<file path="src/rtl/spcpu_mem_arbiter.sv">
// spcpu_mem_arbiter
// Shares the single 16-bit memory port between the instruction-fetch
// sequencer (IF) and the load/store unit (LS). One access at a time; the
// memory-side lines are registered and held for MEM_LAT cycles.
//
// Optional feature: define SPCPU_MEM_ARB_RR_EN for round-robin arbitration
// on simultaneous requests. Default build is fixed priority, LS over IF.
//
// state | meaning
// ------+-----------------------------------------------------------------
// IDLE  | no access in flight; mem_we low; any pending request is granted
// BUSY  | memory lines driven from latched request; counter runs to zero
module spcpu_mem_arbiter #(
  parameter int ADDR_WIDTH = 16,
  parameter int DATA_WIDTH = 16,
  parameter int MEM_LAT    = 2
) (
  input  logic                  clk,
  input  logic                  reset,

  input  logic                  if_req,
  input  logic [ADDR_WIDTH-1:0] if_addr,
  input  logic                  if_sz,
  output logic                  if_gnt,
  output logic                  if_done,
  output logic [DATA_WIDTH-1:0] if_rdata,

  input  logic                  ls_req,
  input  logic [ADDR_WIDTH-1:0] ls_addr,
  input  logic                  ls_sz,
  input  logic                  ls_we,
  input  logic [DATA_WIDTH-1:0] ls_wdata,
  output logic                  ls_gnt,
  output logic                  ls_done,
  output logic [DATA_WIDTH-1:0] ls_rdata,

  output logic [ADDR_WIDTH-1:0] mem_addr,
  output logic                  mem_we,
  output logic                  mem_acc_sz,
  output logic [DATA_WIDTH-1:0] mem_wdata,
  input  logic [DATA_WIDTH-1:0] mem_rdata
);

  // Access-size encoding shared with the core (pkg_cpu).
  localparam logic cpu_data_acc_sz_8  = 1'b0;
  localparam logic cpu_data_acc_sz_16 = 1'b1;

  // Counter is loaded with MEM_LAT-1 so the last BUSY cycle sees zero.
  localparam logic [3:0] LP_CNT_LOAD = 4'(MEM_LAT - 1);

  typedef enum logic {
    ST_IDLE = 1'b0,
    ST_BUSY = 1'b1
  } state_t;

  state_t                r_state;
  logic [3:0]            r_cnt;
  logic                  r_owner_ls;

  logic                  r_if_gnt;
  logic                  r_if_done;
  logic [DATA_WIDTH-1:0] r_if_rdata;
  logic                  r_ls_gnt;
  logic                  r_ls_done;
  logic [DATA_WIDTH-1:0] r_ls_rdata;

  logic [ADDR_WIDTH-1:0] r_mem_addr;
  logic                  r_mem_we;
  logic                  r_mem_sz;
  logic [DATA_WIDTH-1:0] r_mem_wdata;

  logic                  w_any_req;
  logic                  w_pick_ls;
  logic [DATA_WIDTH-1:0] w_rd_data;

  assign w_any_req = if_req | ls_req;

`ifdef SPCPU_MEM_ARB_RR_EN
  // 1 = LS was granted last; reset value means IF-last, so LS wins the first tie.
  logic r_last_ls;

  // On a tie the requester not granted last wins; a lone requester always wins.
  assign w_pick_ls = ls_req & (~if_req | ~r_last_ls);

  // Pointer follows every grant.
  always_ff @(posedge clk or negedge reset) begin
    if (!reset) begin
      r_last_ls <= 1'b0;
    end else if ((r_state == ST_IDLE) && w_any_req) begin
      r_last_ls <= w_pick_ls;
    end
  end
`else
  // Fixed priority: LS over IF.
  assign w_pick_ls = ls_req;
`endif

  // Byte reads are zero-extended from the low lane of the memory bus.
  assign w_rd_data = (r_mem_sz == cpu_data_acc_sz_8)
                     ? {{(DATA_WIDTH-8){1'b0}}, mem_rdata[7:0]}
                     : mem_rdata;

  // Arbitration FSM: grant, hold memory lines for MEM_LAT cycles, complete.
  always_ff @(posedge clk or negedge reset) begin
    if (!reset) begin
      r_state     <= ST_IDLE;
      r_cnt       <= 4'd0;
      r_owner_ls  <= 1'b0;
      r_if_gnt    <= 1'b0;
      r_if_done   <= 1'b0;
      r_if_rdata  <= '0;
      r_ls_gnt    <= 1'b0;
      r_ls_done   <= 1'b0;
      r_ls_rdata  <= '0;
      r_mem_addr  <= '0;
      r_mem_we    <= 1'b0;
      r_mem_sz    <= cpu_data_acc_sz_16;
      r_mem_wdata <= '0;
    end else begin
      r_if_gnt  <= 1'b0;
      r_ls_gnt  <= 1'b0;
      r_if_done <= 1'b0;
      r_ls_done <= 1'b0;
      case (r_state)
        ST_IDLE: begin
          r_mem_we <= 1'b0;
          if (w_any_req) begin
            r_state    <= ST_BUSY;
            r_cnt      <= LP_CNT_LOAD;
            r_owner_ls <= w_pick_ls;
            if (w_pick_ls) begin
              r_mem_addr  <= ls_addr;
              r_mem_sz    <= ls_sz;
              r_mem_we    <= ls_we;
              r_mem_wdata <= ls_wdata;
              r_ls_gnt    <= 1'b1;
            end else begin
              // IF only reads; mem_wdata keeps its previous value.
              r_mem_addr <= if_addr;
              r_mem_sz   <= if_sz;
              r_mem_we   <= 1'b0;
              r_if_gnt   <= 1'b1;
            end
          end
        end
        ST_BUSY: begin
          if (r_cnt == 4'd0) begin
            r_state  <= ST_IDLE;
            r_mem_we <= 1'b0;
            if (r_owner_ls) begin
              r_ls_done <= 1'b1;
              if (!r_mem_we) begin
                r_ls_rdata <= w_rd_data;
              end
            end else begin
              r_if_done  <= 1'b1;
              r_if_rdata <= w_rd_data;
            end
          end else begin
            r_cnt <= r_cnt - 4'd1;
          end
        end
        default: begin
          r_state <= ST_IDLE;
        end
      endcase
    end
  end

  assign if_gnt     = r_if_gnt;
  assign if_done    = r_if_done;
  assign if_rdata   = r_if_rdata;
  assign ls_gnt     = r_ls_gnt;
  assign ls_done    = r_ls_done;
  assign ls_rdata   = r_ls_rdata;
  assign mem_addr   = r_mem_addr;
  assign mem_we     = r_mem_we;
  assign mem_acc_sz = r_mem_sz;
  assign mem_wdata  = r_mem_wdata;

endmodule

</file>
<file path="config.mk">
export PLATFORM = sky130hd
export DESIGN_NAME = spcpu_mem_arbiter
export DESIGN_NICKNAME = d
export VERILOG_FILES = /design/src/rtl/spcpu_mem_arbiter.sv
export SDC_FILE = /design/constraint.sdc
export NUM_CORES = 1
export LEC_CHECK = 0
export ABC_AREA = 1
export ABC_CLOCK_PERIOD_IN_PS = 1700
export CAP_MARGIN = 20
export CORE_MARGIN = 5
export CORE_UTILIZATION = 43
export CTS_CLUSTER_DIAMETER = 100
export CTS_CLUSTER_SIZE = 20
export DETAILED_ROUTE_END_ITERATION = 12
export HOLD_SLACK_MARGIN = 0.1
export PLACE_DENSITY_LB_ADDON = 0.2
export SLEW_MARGIN = 5
export SYNTH_ARGS = -nofsm -noshare
export SYNTH_HDL_FRONTEND = slang
export SYNTH_SLANG_ARGS = --single-unit
</file>
<file path="constraint.sdc">
create_clock -name clk -period 1.7 [get_ports clk]
set_input_delay 0.34 -clock clk [delete_from_list [all_inputs] [get_ports clk]]
set_output_delay 0.34 -clock clk [all_outputs]
set_load 0.005 [all_outputs]
</file>
# --- After elaboration in Yosys (flattened, before gate mapping) ---
# Cells that the tools add are included.
word_totals:
  register_bits: 76
  latchBits: 0
  ram_bits: 0
  rom_bits: 0
  input_bits: 71
  output_inout_bits: 70
  wordCells: 52
  n_memories: 0
op_classes:
  n_addsub: 1
  multipliers: 0
  div: 0
  magnitude_cmp: 0
  n_eq_ne: 3
  shifts: 0
  muxes: 25
  n_bitwise: 4
  reduce_logical: 6
ops:
  columns: ["operator", "n"]
  rows:
  - ["$mux W16", 2]
  - ["$mux W1", 18]
  - ["$mux W4", 2]
  - ["$pmux W4 S2", 1]
  - ["$reduce_and A3 Y1", 2]
  - ["$logic_not A4 Y1", 1]
  - ["$ne A2 B2 Y1 const B", 2]
  - ["$pmux W1 S2", 2]
  - ["$reduce_and A2 Y1", 2]
  - ["$reduce_and A4 Y1", 1]
  - ["$sub A4 B1 Y4 const B", 1]
  - ["$not A1 Y1", 3]
  - ["$ne A2 B1 Y1 const B", 1]
  - ["$or A1 B1 Y1", 1]

# --- Logic depth before layout (Yosys ltp) ---
# Gate-level depths: netlist of run 1.
depth:
  word_depth: 3
  depth_mapped: 8
  ltp_nobuf: 7

# --- Worst setup path after synthesis of run 1 ---
# No wires, ideal clock.
synth_timing:
  path_kind: "register -> register"
  startpoint: "reg r_cnt[0]"
  endpoint: "reg r_if_rdata[10], in the netlist if_rdata[10]"
  setup_ns: 0.116
  arrival_time_ns: 1.280
  required_time_ns: 1.584
  setup_slack_ns: 0.303
  path_stages_with_launch: 9
  n_path_buf: 1
  synth_period_minus_slack_ns: 1.397
  cell_sequence: "dfrtp_1 inv_1 ha_1 nand2_1 nor2_4 nand2_4 buf_6 nand2_1 nand2_1"
synth_between:
  elab_chain_cells: 2
synth_lines:
  columns: ["item", "line_no", "source"]
  rows:
  - ["start: declaration", "57", "logic [3:0] r_cnt;"]
  - ["start signal: assignment", "160", "r_cnt <= r_cnt - 4'd1;"]
  - ["$logic_not A4 Y1", "147", "if (r_cnt == 4'd0) begin"]
  - ["$reduce_and A3 Y1 (no source line)", null, null]
  - ["end signal: assignment", "157", "r_if_rdata <= w_rd_data;"]
  - ["end: declaration", "62", "logic [DATA_WIDTH-1:0] r_if_rdata;"]
# No other way between the ends.
# A chain may end at the register's enable or synchronous reset.

# --- Final worst setup path of run 1 ---
layout_timing:
  startpoint: "reg r_mem_we, in the netlist mem_we"
  endpoint: "out mem_we"
layout_lines:
  columns: ["item", "line_no", "source"]
  rows:
  - ["start: declaration", "68", "logic r_mem_we;"]
  - ["start signal: assignment", "134", "r_mem_we <= ls_we;"]
  - ["end: declaration", "38", "output logic mem_we,"]
# No word-level cell between the ends.

==> results of run 1 <==
[synth_stat cells]
cell type  count
o21ai_0        1
nor2_8         1
nand2_4        2
inv_1         32
dfrtp_1       75
o211ai_1      17
inv_2          2
buf_6          3
nand2_2        1
nand4_4        1
nand3_1       21
nand2_1      190
nor2_4         2
nor2_1         3
nand4_1       16
inv_4          1
nor3_1         1
dfstp_2        1
ha_1           1
xor2_1         1
nand2_8        1
clkbuf_1       2
buf_4          7
buf_2          7
[cell usage in the layout (no fill, tap or decap), types with 2 or more instances in the layout]
master             n
clkdlybuf4s50_1  138
clkinv_2           2
nand2_4            2
nand2_1          190
inv_1             32
nand3_1           21
dfrtp_1           74
buf_12             3
inv_2              2
clkbuf_8          11
nand4_1           16
buf_4              8
nor2_1             3
nor2_4             2
o211ai_1          17
[stage by stage]
stage                     instance area (um2)  hold slack [ps]  util (%)
after floorplan                          3370             44.4         -
after global placement                   4880              252      63.4
after detailed placement                 4880              252      63.4
after CTS                                5090              429      66.2
after global routing                     5090              446      66.2
final                                    5090              426      66.2
[worst max path at each step]
stage | end | depth (start not counted) | startpoint | slack (ps)
floorplan | if_rdata[10] | 8 | r_cnt[0] | 300
global placement | mem_addr[1] | 6 | ls_req | 90
detailed placement | mem_addr[6] | 6 | ls_req | 60
CTS | mem_we | 1 | mem_we | 30
global route | mem_we | 1 | mem_we | 20
finish | mem_we | 1 | mem_we | 60
[metal layers]
layer	up-vias	track usage, %	wire (um)
met5	-	0	0
met4	0	5.46	95
met3	10	6.09	747
met2	115	27.6	3930
met1	1371	23.8	3630
li1	1504	-	-
[area by class of cell]
| type | count | area, um2 | area share, % |
|---|---|---|---|
| clock buffers | 12 | 155 | 3.05 |
| clock inverters | 4 | 47.5 | 0.934 |
| inverters | 35 | 134 | 2.63 |
| multi-input cells | 259 | 1200 | 23.6 |
| flip-flops and latches | 76 | 1900 | 37.4 |
| well taps | 102 | 128 | 2.51 |
| repair buffers | 151 | 1520 | 29.9 |
[power by group through the flow]
stage	logic [mW]	clock network, mW	registers (mW)
final	3.88	1.40	3.18
after global routing	4.36	1.51	3.29
after CTS	3.96	1.43	3.18
after detailed placement	3.96	0	3.19
after global placement	3.88	0	3.18
after floorplan	1.81	0	3.19
[logic make-up (layout without fill, tap and decap cells)]
family                     Yosys count  count (layout)
buffers and inverters               54             202
adders and majority gates            1               1
AOI/OAI and AO/OA                   18              18
and+or+nand+nor                    239             239
xor gates and xnor gates             1               1
DFF                                 76              76
[flip-flops by register name, summed over array words and instances, names as in the netlist, 4 cells and up]
signal / flops
if_rdata: 16
ls_rdata: 16
mem_addr: 16
mem_wdata: 16
r_cnt: 4
[what timing repair did]
action                                  4_1_cts  5_1_grt
hold endpoints to repair                     20        0
setup buffers                                 0        0
endpoints found under the setup margin        2        0
gates resized for setup                       2        0
hold buffers                                  1        0
==> impl_metrics.py, run 1 <==
metrics = {
    "outcome": {
        "outcome": "finished, final reports clean",
    },
    "grt": {
        "grt_pass1_wl_um": 14300,
        "grt_max_degree": 38,
        "overflow": 0,
        "antenna_found_initial": 0,
        "grt_pass1_vias": 3043,
        "grtUsageTotal_pct": 17.8,
    },
    "setup_path": {
        "cp-end-kind": "output pin",
        "worstPathArrival_ps": 1300,
        "r2r_slack_ps": 180,
        "rr_worst_depth": 7,
        "crit_slowest_cell": "clkdlybuf4s50_1",
        "cp_top_family": "buffers and inverters",
        "cp.required_ps": 1360,
        "crit_chain": "clkdlybuf4s50_1",
        "cp_num_buf_inv": 1,
        "crit_path_max_fanout": 3,
        "reg2reg_to": "ls_rdata[15]",
        "r2r-start": "r_cnt[0]",
        "cp-start-kind": "flop",
        "crit_type": "reg2out",
        "cp_slowest_stage_delay_ps": 540,
    },
    "cells_and_area": {
        "nNetsFinal": 604,
        "antenna_cells": 0,
        "fillCellCount": 661,
        "drive_gt1_share_pct": 7.26,
        "area_growth_pct": 51.2,
        "finalNonFillerCells": 639,
    },
    "logic_synthesis": {
        "synthTopCellsByArea": "dfrtp_1, nand2_1, o211ai_1, inv_1, nand3_1",
        "yosysWarnings": 0,
        "synth_fa_ha_area_share_pct": 0.372,
        "synthXorXnorAreaFrac_pct": 0.260,
        "synth_top_area_share_pct": 55.7,
        "synthCells": 389,
        "yosysTopAreaCell": "dfrtp_1",
        "synthMuxAreaShare_pct": 0,
        "syn_nets": 461,
        "synth_compound_area_share_pct": 3.94,
        "ys_ff_latch": 76,
        "yosys.cell_types.count": 24,
        "ys_seq_area_share_pct": 56.5,
        "synth_top_family_by_area": "simple AND/OR/NAND/NOR gates",
        "syn_avg_cell_area_um2": 8.66,
        "synth_area_mm2": 0.00337,
        "synth-simple-area-share_pct": 31.1,
    },
    "clocking": {
        "path_clk_slew_ps": 80,
        "cts_root_buf": "clkbuf_8",
        "clk_path_buf_depth": 2,
        "tritoncts": "done",
        "clock-sinks": 76,
        "cts.htree.levels": 3,
        "cts_made_buffers": 9,
        "clock_latency_ps": 340,
    },
    "pwr": {
        "power_mw": 8.45,
        "p_seq_share_pct": 37.6,
        "clockPowerShare_pct": 16.5,
        "p_switching_mw": 2.96,
        "p_int_mw": 5.50,
        "power_density_mw_per_mm2": 1660,
        "combPwrFrac_pct": 45.9,
        "peakVddDrop_v": 0.000853,
        "p_leak_nw": 2.57,
        "swShare_pct": 35.0,
    },
    "drt": {
        "post_drt_via_cell_ratio": 4.69,
        "wl_per_cell_um": 13.1,
        "drc": 0,
        "final_antenna_net_count": 0,
        "wl_um": 8400,
        "drtPass1Iterations": 4,
        "drtIter0Drc": 99,
        "dr_total_vias": 3000,
    },
    "sta": {
        "setup_tns_ps": 0,
        "finalCriticalPeriod_ps": 1640,
        "fmax_mhz": 611,
        "maxSlewViolCount": 0,
        "hold_viol_final": 0,
        "fin_ws_ps": 62.8,
        "relSlewSlack_pct": 70.7,
        "clock_skew_ps": 9.74,
        "rsz0062_at_grt": "no",
        "worst_pin_slew_ps": 439,
        "setup_viol": 0,
        "fin_crit_sh_pct": 96.3,
    },
    "placement": {
        "io_buffers": 140,
        "dp_hpwl_um": 6270,
        "gp_congestion": 0.766,
        "dp.cells": 622,
        "dp_slack_ps": 57.9,
    },
    "floorplan": {
        "die_area_mm2": 0.00970,
        "row_count": 32,
        "core_mm2": 0.00769,
        "die_h_um": 98.5,
        "start_util_pct": 43.8,
        "io_pins": 141,
        "die_width_um": 98.5,
    },
    "min_path": {
        "worst_hold_path_type": "in2async",
    },
    "job": {
        "maxCapViolCount": 0,
    },
}
No activity file was read; power rests on OpenSTA's default activity.
==> run 2: changes to the inputs <==
CAP_MARGIN = 30   (was 20)
==> results of run 2 <==
Final layout, timing and power as in run 1 (identical DEF).
==> run 3: changes to the inputs <==
SLEW_MARGIN = 20   (was 5)
==> results of run 3 <==
Final layout, timing and power as in run 1 (identical DEF).
